**config.mk**
```make
export PLATFORM = sky130hd
export DESIGN_NAME = reg_scoreboard
export DESIGN_NICKNAME = d
export VERILOG_FILES = /design/src/rtl/rv_pkg.sv /design/src/rtl/reg_scoreboard_slot.sv /design/src/rtl/reg_scoreboard.sv
export SDC_FILE = /design/constraint.sdc
export NUM_CORES = 1
export LEC_CHECK = 0
export CAP_MARGIN = 20
export CELL_PAD_IN_SITES_DETAIL_PLACEMENT = 1
export CELL_PAD_IN_SITES_GLOBAL_PLACEMENT = 1
export CORE_MARGIN = 8
export CORE_UTILIZATION = 48
export DETAILED_ROUTE_END_ITERATION = 16
export HOLD_SLACK_MARGIN = 0.02
export PLACE_DENSITY = 0.88
export SLEW_MARGIN = 20
export SYNTH_ARGS = -nofsm -noshare
export SYNTH_HDL_FRONTEND = slang
export SYNTH_SLANG_ARGS = --single-unit
```
**constraint.sdc**
```tcl
create_clock -name clk -period 9.85 [get_ports clk]
set_clock_uncertainty 0.2 [all_clocks]
set_input_delay 1.97 -clock clk [delete_from_list [all_inputs] [get_ports clk]]
set_output_delay 1.97 -clock clk [all_outputs]
set_load 0.005 [all_outputs]
```
**src/rtl/rv_pkg.sv**
```systemverilog
// Shared RISC-V core definitions: register-file geometry and the x0 address.
// Used by the register file, the hazard logic and the pending-write scoreboard.
package rv_pkg;

  localparam int unsigned NUM_REGS   = 32;
  localparam int unsigned REG_ADDR_W = 5;

  typedef logic [REG_ADDR_W-1:0] reg_addr_t;

  localparam reg_addr_t X0 = '0;

endpackage

```
**src/rtl/reg_scoreboard_slot.sv**
```systemverilog
// One pending-write counter for a single architectural register.
// Ports:
//   clk, rst       clock (rising edge), asynchronous active-low reset
//   inc            a counted issue targets this register
//   dec            a writeback targets this register (flush already masked out)
//   clr            flush: clear the counter, overriding inc/dec
//   cnt            current pending count
//   nz / sat       count is non-zero / count is at its maximum
//   underflow_hit  dec arrived while the count was already zero
module reg_scoreboard_slot #(
  parameter int unsigned CNT_W = 2
) (
  input  logic             clk,
  input  logic             rst,
  input  logic             inc,
  input  logic             dec,
  input  logic             clr,
  output logic [CNT_W-1:0] cnt,
  output logic             nz,
  output logic             sat,
  output logic             underflow_hit
);

  localparam logic [CNT_W-1:0] ONE = CNT_W'(1);

  logic [CNT_W-1:0] r_cnt;
  logic             w_dec_eff;

  // A writeback only retires something when a write is actually pending.
  assign w_dec_eff = dec && nz;

  always_ff @(posedge clk or negedge rst) begin
    if (!rst) begin
      r_cnt <= '0;
    end else if (clr) begin
      r_cnt <= '0;
    end else if (inc && !w_dec_eff && !sat) begin
      r_cnt <= r_cnt + ONE;
    end else if (w_dec_eff && !inc) begin
      r_cnt <= r_cnt - ONE;
    end
  end

  assign cnt           = r_cnt;
  assign nz            = |r_cnt;
  assign sat           = &r_cnt;
  assign underflow_hit = dec && !nz;

endmodule

```
**src/rtl/reg_scoreboard.sv**
```systemverilog
// Per-register pending-write tracker at decode/issue. Withholds issue_ready
// on RAW hazards and on destination-counter saturation until writeback
// retires the producing write.
// Ports:
//   clk, rst                clock (rising edge), asynchronous active-low reset
//   issue_valid/issue_ready issue handshake; issue_ready is combinational
//   rs1, rs2, rs1_used, rs2_used  source operands
//   rd, rd_we               destination register and its write enable
//   wb_valid, wb_rd         writeback retiring one write
//   flush                   synchronous clear of all pending writes
//   busy                    per-register pending flags (bit 0 always 0)
//   outstanding             saturating total of pending writes
//   err_underflow           sticky: writeback to a register with nothing pending
module reg_scoreboard
  import rv_pkg::*;
#(
  parameter int unsigned CNT_W     = 2,
  parameter int unsigned WB_BYPASS = 1,
  parameter int unsigned OUT_W     = 4
) (
  input  logic                  clk,
  input  logic                  rst,
  input  logic                  issue_valid,
  output logic                  issue_ready,
  input  logic [REG_ADDR_W-1:0] rs1,
  input  logic [REG_ADDR_W-1:0] rs2,
  input  logic                  rs1_used,
  input  logic                  rs2_used,
  input  logic [REG_ADDR_W-1:0] rd,
  input  logic                  rd_we,
  input  logic                  wb_valid,
  input  logic [REG_ADDR_W-1:0] wb_rd,
  input  logic                  flush,
  output logic [NUM_REGS-1:0]   busy,
  output logic [OUT_W-1:0]      outstanding,
  output logic                  err_underflow
);

  localparam logic [CNT_W-1:0] CNT_ONE = CNT_W'(1);
  localparam logic [OUT_W-1:0] OUT_ONE = OUT_W'(1);

  logic [CNT_W-1:0]    w_cnt [NUM_REGS];
  logic [NUM_REGS-1:0] w_nz;
  logic [NUM_REGS-1:0] w_sat;
  logic [NUM_REGS-1:0] w_uf;

  logic             w_rs1_blk, w_rs2_blk, w_rd_blk;
  logic [CNT_W-1:0] w_rs1_cnt, w_rs2_cnt;
  logic             w_inc_any, w_dec_any;
  logic [OUT_W-1:0] r_out;
  logic             r_err;

  // Slot 0 is x0 and is never tracked.
  assign w_cnt[0] = '0;
  assign w_nz[0]  = 1'b0;
  assign w_sat[0] = 1'b0;
  assign w_uf[0]  = 1'b0;

  for (genvar i = 1; i < NUM_REGS; i++) begin : g_slot
    logic w_inc, w_dec;
    assign w_inc = w_inc_any && (rd == REG_ADDR_W'(i));
    assign w_dec = wb_valid && !flush && (wb_rd == REG_ADDR_W'(i));

    reg_scoreboard_slot #(.CNT_W(CNT_W)) u_slot (
      .clk           (clk),
      .rst           (rst),
      .inc           (w_inc),
      .dec           (w_dec),
      .clr           (flush),
      .cnt           (w_cnt[i]),
      .nz            (w_nz[i]),
      .sat           (w_sat[i]),
      .underflow_hit (w_uf[i])
    );
  end

  assign w_rs1_cnt = w_cnt[rs1];
  assign w_rs2_cnt = w_cnt[rs2];

  // A source whose last pending write is retiring this very cycle is not
  // blocked when bypassing is enabled.
  always_comb begin
    w_rs1_blk = rs1_used && (rs1 != X0) && (w_rs1_cnt != '0) &&
                !((WB_BYPASS != 0) && wb_valid && (wb_rd == rs1) && (w_rs1_cnt == CNT_ONE));
    w_rs2_blk = rs2_used && (rs2 != X0) && (w_rs2_cnt != '0) &&
                !((WB_BYPASS != 0) && wb_valid && (wb_rd == rs2) && (w_rs2_cnt == CNT_ONE));
    w_rd_blk  = rd_we && (rd != X0) && w_sat[rd] && !(wb_valid && (wb_rd == rd));
  end

  assign issue_ready = !w_rs1_blk && !w_rs2_blk && !w_rd_blk;

  assign w_inc_any = issue_valid && issue_ready && rd_we && (rd != X0) && !flush;
  assign w_dec_any = wb_valid && (wb_rd != X0) && w_nz[wb_rd] && !flush;

  always_ff @(posedge clk or negedge rst) begin
    if (!rst) begin
      r_out <= '0;
    end else if (flush) begin
      r_out <= '0;
    end else if (w_inc_any && !w_dec_any && (r_out != '1)) begin
      r_out <= r_out + OUT_ONE;
    end else if (w_dec_any && !w_inc_any && (r_out != '0)) begin
      r_out <= r_out - OUT_ONE;
    end
  end

  always_ff @(posedge clk or negedge rst) begin
    if (!rst) begin
      r_err <= 1'b0;
    end else if (|w_uf) begin
      r_err <= 1'b1;
    end
  end

  assign busy          = w_nz;
  assign outstanding   = r_out;
  assign err_underflow = r_err;

endmodule

```
==> flow_results.xml <==
<?xml version="1.0" encoding="UTF-8"?>
<metrics>
  <group name="synth">
    <metric name="syn_nets" unit="">870</metric>
    <metric name="mappedNetlistArea" unit="mm²">0.006844</metric>
    <metric name="synth_compound_gate_area_share" unit="">0.2320</metric>
    <metric name="asyncSetResetFlopFracSynth" unit="">1.000</metric>
    <metric name="synth_warnings" unit="">0</metric>
    <metric name="synthSimpleGateAreaFrac" unit="">0.2671</metric>
    <metric name="ffs_latches_synth" unit="">67</metric>
    <metric name="seq_area_frac_synth" unit="">0.2450</metric>
    <metric name="synth-xor-area-share" unit="">0.02431</metric>
    <metric name="synthDistinctLibCells" unit="">67</metric>
    <metric name="synth_flop_cell" unit="">sky130_fd_sc_hd__dfrtp_1</metric>
    <metric name="synth_mux_area_frac" unit="">0.1314</metric>
    <metric name="syn_area_per_cell" unit="µm²">8.157</metric>
    <metric name="post_synth_fa_ha_maj_area_fraction" unit="">0.006581</metric>
    <metric name="synth-edff-count" unit="">0</metric>
    <metric name="synth_top_family_by_area" unit="">simple AND/OR/NAND/NOR gates</metric>
    <metric name="post_synthesis_instance_total" unit="">839</metric>
  </group>
  <group name="drt">
    <metric name="route.top_layer_used" unit="">met4</metric>
    <metric name="met2WireLength" unit="µm">13840</metric>
    <metric name="via_count" unit="">7293</metric>
    <metric name="routed_wire_length_per_instance" unit="µm">29.39</metric>
    <metric name="detail_route.wirelength.met1" unit="µm">11610</metric>
    <metric name="drt_pass1_iterations" unit="">5</metric>
    <metric name="post_drt_via_cell_ratio" unit="">7.185</metric>
    <metric name="ant_nets" unit="">0</metric>
    <metric name="drt-initial-drc-count" unit="">774</metric>
    <metric name="routed_wirelength" unit="µm">29830</metric>
    <metric name="drc_errors" unit="">0</metric>
    <metric name="met3_wirelength" unit="µm">3070</metric>
  </group>
  <group name="cts">
    <metric name="tritoncts" unit="">yes</metric>
    <metric name="clockBufferDepth" unit="">2</metric>
    <metric name="ctsHoldBuffers" unit="">0</metric>
    <metric name="post_cts_buffers" unit="">0</metric>
    <metric name="cts_made_buffers" unit="">9</metric>
    <metric name="clk_latency" unit="ns">0.35</metric>
    <metric name="clock_sinks" unit="">67</metric>
    <metric name="cts.reportedPaths.clkPinSlew" unit="ns">0.05</metric>
    <metric name="cts_max_level" unit="">3</metric>
    <metric name="post_cts.resized_instances" unit="">0</metric>
    <metric name="cts_root_buf" unit="">sky130_fd_sc_hd__clkbuf_16</metric>
  </group>
  <group name="sta">
    <metric name="maxClockFrequency" unit="MHz">131.3</metric>
    <metric name="tightestPinTransition" unit="ns">1.153</metric>
    <metric name="slew_violations" unit="">0</metric>
    <metric name="period_share" unit="">0.7731</metric>
    <metric name="relSlewSlack" unit="">0.2295</metric>
    <metric name="setup_viol_count_final" unit="">0</metric>
    <metric name="timing.final.hold_violations" unit="">0</metric>
    <metric name="period_minus_slack" unit="ns">7.615</metric>
    <metric name="rsz_0062_raised_after_global_routing" unit="">false</metric>
    <metric name="totalNegativeSetupSlack" unit="ns">0</metric>
  </group>
  <group name="pwr">
    <metric name="p_sw_frac" unit="">0.3013</metric>
    <metric name="comb_power_share" unit="">0.175</metric>
    <metric name="netSwitchingPower" unit="mW">0.2265</metric>
    <metric name="pwr-share-seq" unit="">0.371</metric>
    <metric name="clock_power_share" unit="">0.454</metric>
    <metric name="peakVddDrop" unit="µV">101.9</metric>
    <metric name="leakage" unit="nW">2.930</metric>
    <metric name="intPower" unit="mW">0.5254</metric>
    <metric name="power_density" unit="mW/mm²">99.58</metric>
  </group>
  <group name="final_layout">
    <metric name="drive_gt1_frac" unit="">0.1198</metric>
    <metric name="fin_cells" unit="">1015</metric>
    <metric name="fillCellCount" unit="">1658</metric>
    <metric name="syn_to_final_growth" unit="%">10.33</metric>
    <metric name="fin_nets" unit="">861</metric>
    <metric name="antennaDiodeCount" unit="">0</metric>
  </group>
  <group name="status">
    <metric name="outcome" unit="">complete, no violations</metric>
  </group>
  <group name="worst_hold_path">
    <metric name="min_delay_path_depth" unit="">1</metric>
    <metric name="timing.hold.worst.class" unit="">reg -&gt; reg</metric>
  </group>
  <group name="global_route">
    <metric name="global_route.overflow_total" unit="">0</metric>
    <metric name="wire_length_of_the_first_global_routing_pass" unit="µm">45180</metric>
    <metric name="first_global_vias" unit="">7607</metric>
    <metric name="grt_max_degree" unit="">92</metric>
    <metric name="grt_antenna_before_repair" unit="">0</metric>
    <metric name="grt.total_usage" unit="">0.3274</metric>
  </group>
  <group name="place">
    <metric name="post-place-cells" unit="">999</metric>
    <metric name="dpl.hpwl" unit="µm">21190</metric>
    <metric name="number_of_i_o_port_buffers" unit="">64</metric>
    <metric name="replace_congestion" unit="">0.9923</metric>
  </group>
  <group name="floorplanning">
    <metric name="die_h" unit="µm">135.4</metric>
    <metric name="initial_utilization" unit="">0.4931</metric>
    <metric name="io_pins" unit="">66</metric>
    <metric name="die-area" unit="mm²">0.01834</metric>
    <metric name="rows" unit="">43</metric>
    <metric name="fp.coreArea" unit="mm²">0.01388</metric>
    <metric name="die_w" unit="µm">135.4</metric>
  </group>
  <group name="worst_setup_path">
    <metric name="cp_common_cell" unit="">sky130_fd_sc_hd__clkdlybuf4s50_1</metric>
    <metric name="critPathSlowestCell" unit="">sky130_fd_sc_hd__clkdlybuf4s50_1</metric>
    <metric name="critical_path_start_type" unit="">input port</metric>
    <metric name="critical_path.max_stage_delay" unit="ns">1.03</metric>
    <metric name="cp-end-kind" unit="">output port</metric>
    <metric name="r2r.worst_path.cells" unit="">11</metric>
    <metric name="timing_worst_setup_path_type" unit="">in -&gt; out</metric>
    <metric name="arrival_worst_endpoint" unit="ns">5.45</metric>
    <metric name="cp_max_fanout" unit="">14</metric>
    <metric name="worstPathCellList" unit="">clkdlybuf4s50_1, buf_4, mux4_2, mux2i_1, a31oi_1, o211ai_1, o2111ai_2, nor2_1, clkdlybuf4s50_1</metric>
    <metric name="worst_endpoint_required_time" unit="ns">7.68</metric>
  </group>
  <group name="job">
    <metric name="drv_cap" unit="">0</metric>
  </group>
</metrics>
[synthesized netlist by cell type, types with 9 or more instances]
library cell | instances | area [µm²]
sky130_fd_sc_hd__inv_1 | 25 | 93.84
sky130_fd_sc_hd__xor2_1 | 13 | 113.9
sky130_fd_sc_hd__nand2_1 | 49 | 183.9
sky130_fd_sc_hd__buf_4 | 34 | 255.2
sky130_fd_sc_hd__a31oi_1 | 16 | 100.1
sky130_fd_sc_hd__a31o_2 | 11 | 96.34
sky130_fd_sc_hd__and2_1 | 42 | 262.8
sky130_fd_sc_hd__dfrtp_1 | 67 | 1677
sky130_fd_sc_hd__nand2b_1 | 9 | 56.30
sky130_fd_sc_hd__mux4_2 | 24 | 540.5
sky130_fd_sc_hd__o211ai_1 | 14 | 105.1
sky130_fd_sc_hd__mux2i_1 | 28 | 280.3
sky130_fd_sc_hd__nor3_1 | 29 | 145.1
sky130_fd_sc_hd__clkbuf_1 | 38 | 142.6
sky130_fd_sc_hd__buf_2 | 15 | 75.07
sky130_fd_sc_hd__nand3_1 | 17 | 85.08
sky130_fd_sc_hd__a21oi_1 | 74 | 370.4
sky130_fd_sc_hd__nor3b_1 | 39 | 292.8
sky130_fd_sc_hd__o21ai_0 | 45 | 225.2
sky130_fd_sc_hd__nor2b_1 | 9 | 56.30
sky130_fd_sc_hd__o2111ai_1 | 24 | 210.2
sky130_fd_sc_hd__or2_2 | 23 | 143.9
sky130_fd_sc_hd__nand4_1 | 17 | 106.4
sky130_fd_sc_hd__nor2_1 | 62 | 232.7
[state kept, by name (all words and copies together) (netlist names)]
signal and cells:
g_slot.u_slot.cnt 62, outstanding 4, err_underflow 1
[worst max-delay path, delay by kind of cell]
kind / cells / cell delay, ns
buf+inv: 3 / 1.94
mux: 2 / 0.68
compound gates: 3 / 0.58
simple gates: 1 / 0.26
[per-stage QoR]
stage	utilization	cell area (µm²)	hold WS, ns	total power [mW]	setup slack [ns]
finish	0.5440	7551	0.3479	0.7519	2.235
detailed placement	0.5220	7246	0.3382	0.4126	2.286
CTS	0.5440	7551	0.3455	0.7532	2.271
floorplan	-	6844	0.3027	0.3637	4.122
global placement	0.5220	7246	0.3077	0.4074	2.410
global route	0.5440	7551	0.3768	0.7754	2.122
[layout make-up]
cell class	count	area [µm²]	share of cell area
inverter	26	100.1	0.01326
clock buffer	11	242.7	0.03215
tap	180	225.2	0.02983
sequential	67	1677	0.2220
clock inverter	5	62.56	0.008285
multi-input combinational	652	4538	0.6010
timing repair buffer	74	705.7	0.09345
[final timing paths]
path                                     startpoint                       end  slack (ns)
hold / removal                       outstanding[3]            outstanding[3]        0.35
max in group asynchronous                       rst   g_slot[4].u_slot.cnt[1]        7.16
min in group asynchronous                       rst  g_slot[17].u_slot.cnt[0]        1.64
hold reg to reg                      outstanding[3]            outstanding[3]        0.35
setup reg to reg           g_slot[24].u_slot.cnt[1]            outstanding[3]        5.56
setup / recovery                             rs1[0]               issue_ready        2.23
[layer usage]
metal | GRT usage | vias to the layer above
met5 | 0 | -
met4 | 0.1641 | 0
met3 | 0.08754 | 84
met2 | 0.5125 | 425
met1 | 0.4086 | 3691
li1 | - | 3093
[cell usage in the layout (no fill, tap or decap), types with 4 or more instances in the layout]
cell type | netlist | routed
sky130_fd_sc_hd__a211oi_1 | 5 | 5
sky130_fd_sc_hd__a21o_1 | 8 | 8
sky130_fd_sc_hd__a21oi_1 | 74 | 74
sky130_fd_sc_hd__a221oi_1 | 5 | 5
sky130_fd_sc_hd__a22oi_1 | 4 | 4
sky130_fd_sc_hd__a311oi_1 | 4 | 4
sky130_fd_sc_hd__a31o_2 | 11 | 11
sky130_fd_sc_hd__a31oi_1 | 16 | 16
sky130_fd_sc_hd__and2_1 | 42 | 42
sky130_fd_sc_hd__and3_1 | 4 | 4
sky130_fd_sc_hd__and3b_1 | 6 | 6
sky130_fd_sc_hd__and4_1 | 6 | 6
sky130_fd_sc_hd__buf_4 | 34 | 10
sky130_fd_sc_hd__clkbuf_16 | 0 | 9
sky130_fd_sc_hd__clkdlybuf4s50_1 | 0 | 62
sky130_fd_sc_hd__dfrtp_1 | 67 | 67
sky130_fd_sc_hd__inv_1 | 25 | 25
sky130_fd_sc_hd__mux2_2 | 7 | 7
sky130_fd_sc_hd__mux2i_1 | 28 | 28
sky130_fd_sc_hd__mux4_2 | 24 | 24
sky130_fd_sc_hd__nand2_1 | 49 | 49
sky130_fd_sc_hd__nand2b_1 | 9 | 9
sky130_fd_sc_hd__nand3_1 | 17 | 17
sky130_fd_sc_hd__nand4_1 | 17 | 17
sky130_fd_sc_hd__nor2_1 | 62 | 61
sky130_fd_sc_hd__nor2b_1 | 9 | 9
sky130_fd_sc_hd__nor3_1 | 29 | 29
sky130_fd_sc_hd__nor3b_1 | 39 | 39
sky130_fd_sc_hd__nor4_1 | 7 | 7
sky130_fd_sc_hd__o2111ai_1 | 24 | 24
sky130_fd_sc_hd__o211ai_1 | 14 | 14
sky130_fd_sc_hd__o21ai_0 | 45 | 45
sky130_fd_sc_hd__or2_2 | 23 | 23
sky130_fd_sc_hd__xnor2_1 | 6 | 6
sky130_fd_sc_hd__xor2_1 | 13 | 13
[power groups by stage]
| stage | clock network, mW | registers (mW) | logic [mW] |
|---|---|---|---|
| after floorplan | 0 | 0.283 | 0.0804 |
| after global placement | 0 | 0.284 | 0.124 |
| after detailed placement | 0 | 0.284 | 0.129 |
| after CTS | 0.345 | 0.279 | 0.129 |
| after global routing | 0.357 | 0.279 | 0.140 |
| final | 0.341 | 0.279 | 0.131 |
[kinds of logic (layout without fill, tap and decap cells)]
| family | Yosys count | in the layout |
|---|---|---|
| other | 1 | 1 |
| DFF | 67 | 67 |
| and+or+nand+nor | 330 | 330 |
| xor gates and xnor gates | 19 | 19 |
| buffers and inverters | 120 | 116 |
| muxes | 59 | 59 |
| AOI/OAI and AO/OA | 240 | 240 |
| adders and majority gates | 3 | 3 |
Power figures use the tool's default switching activity.
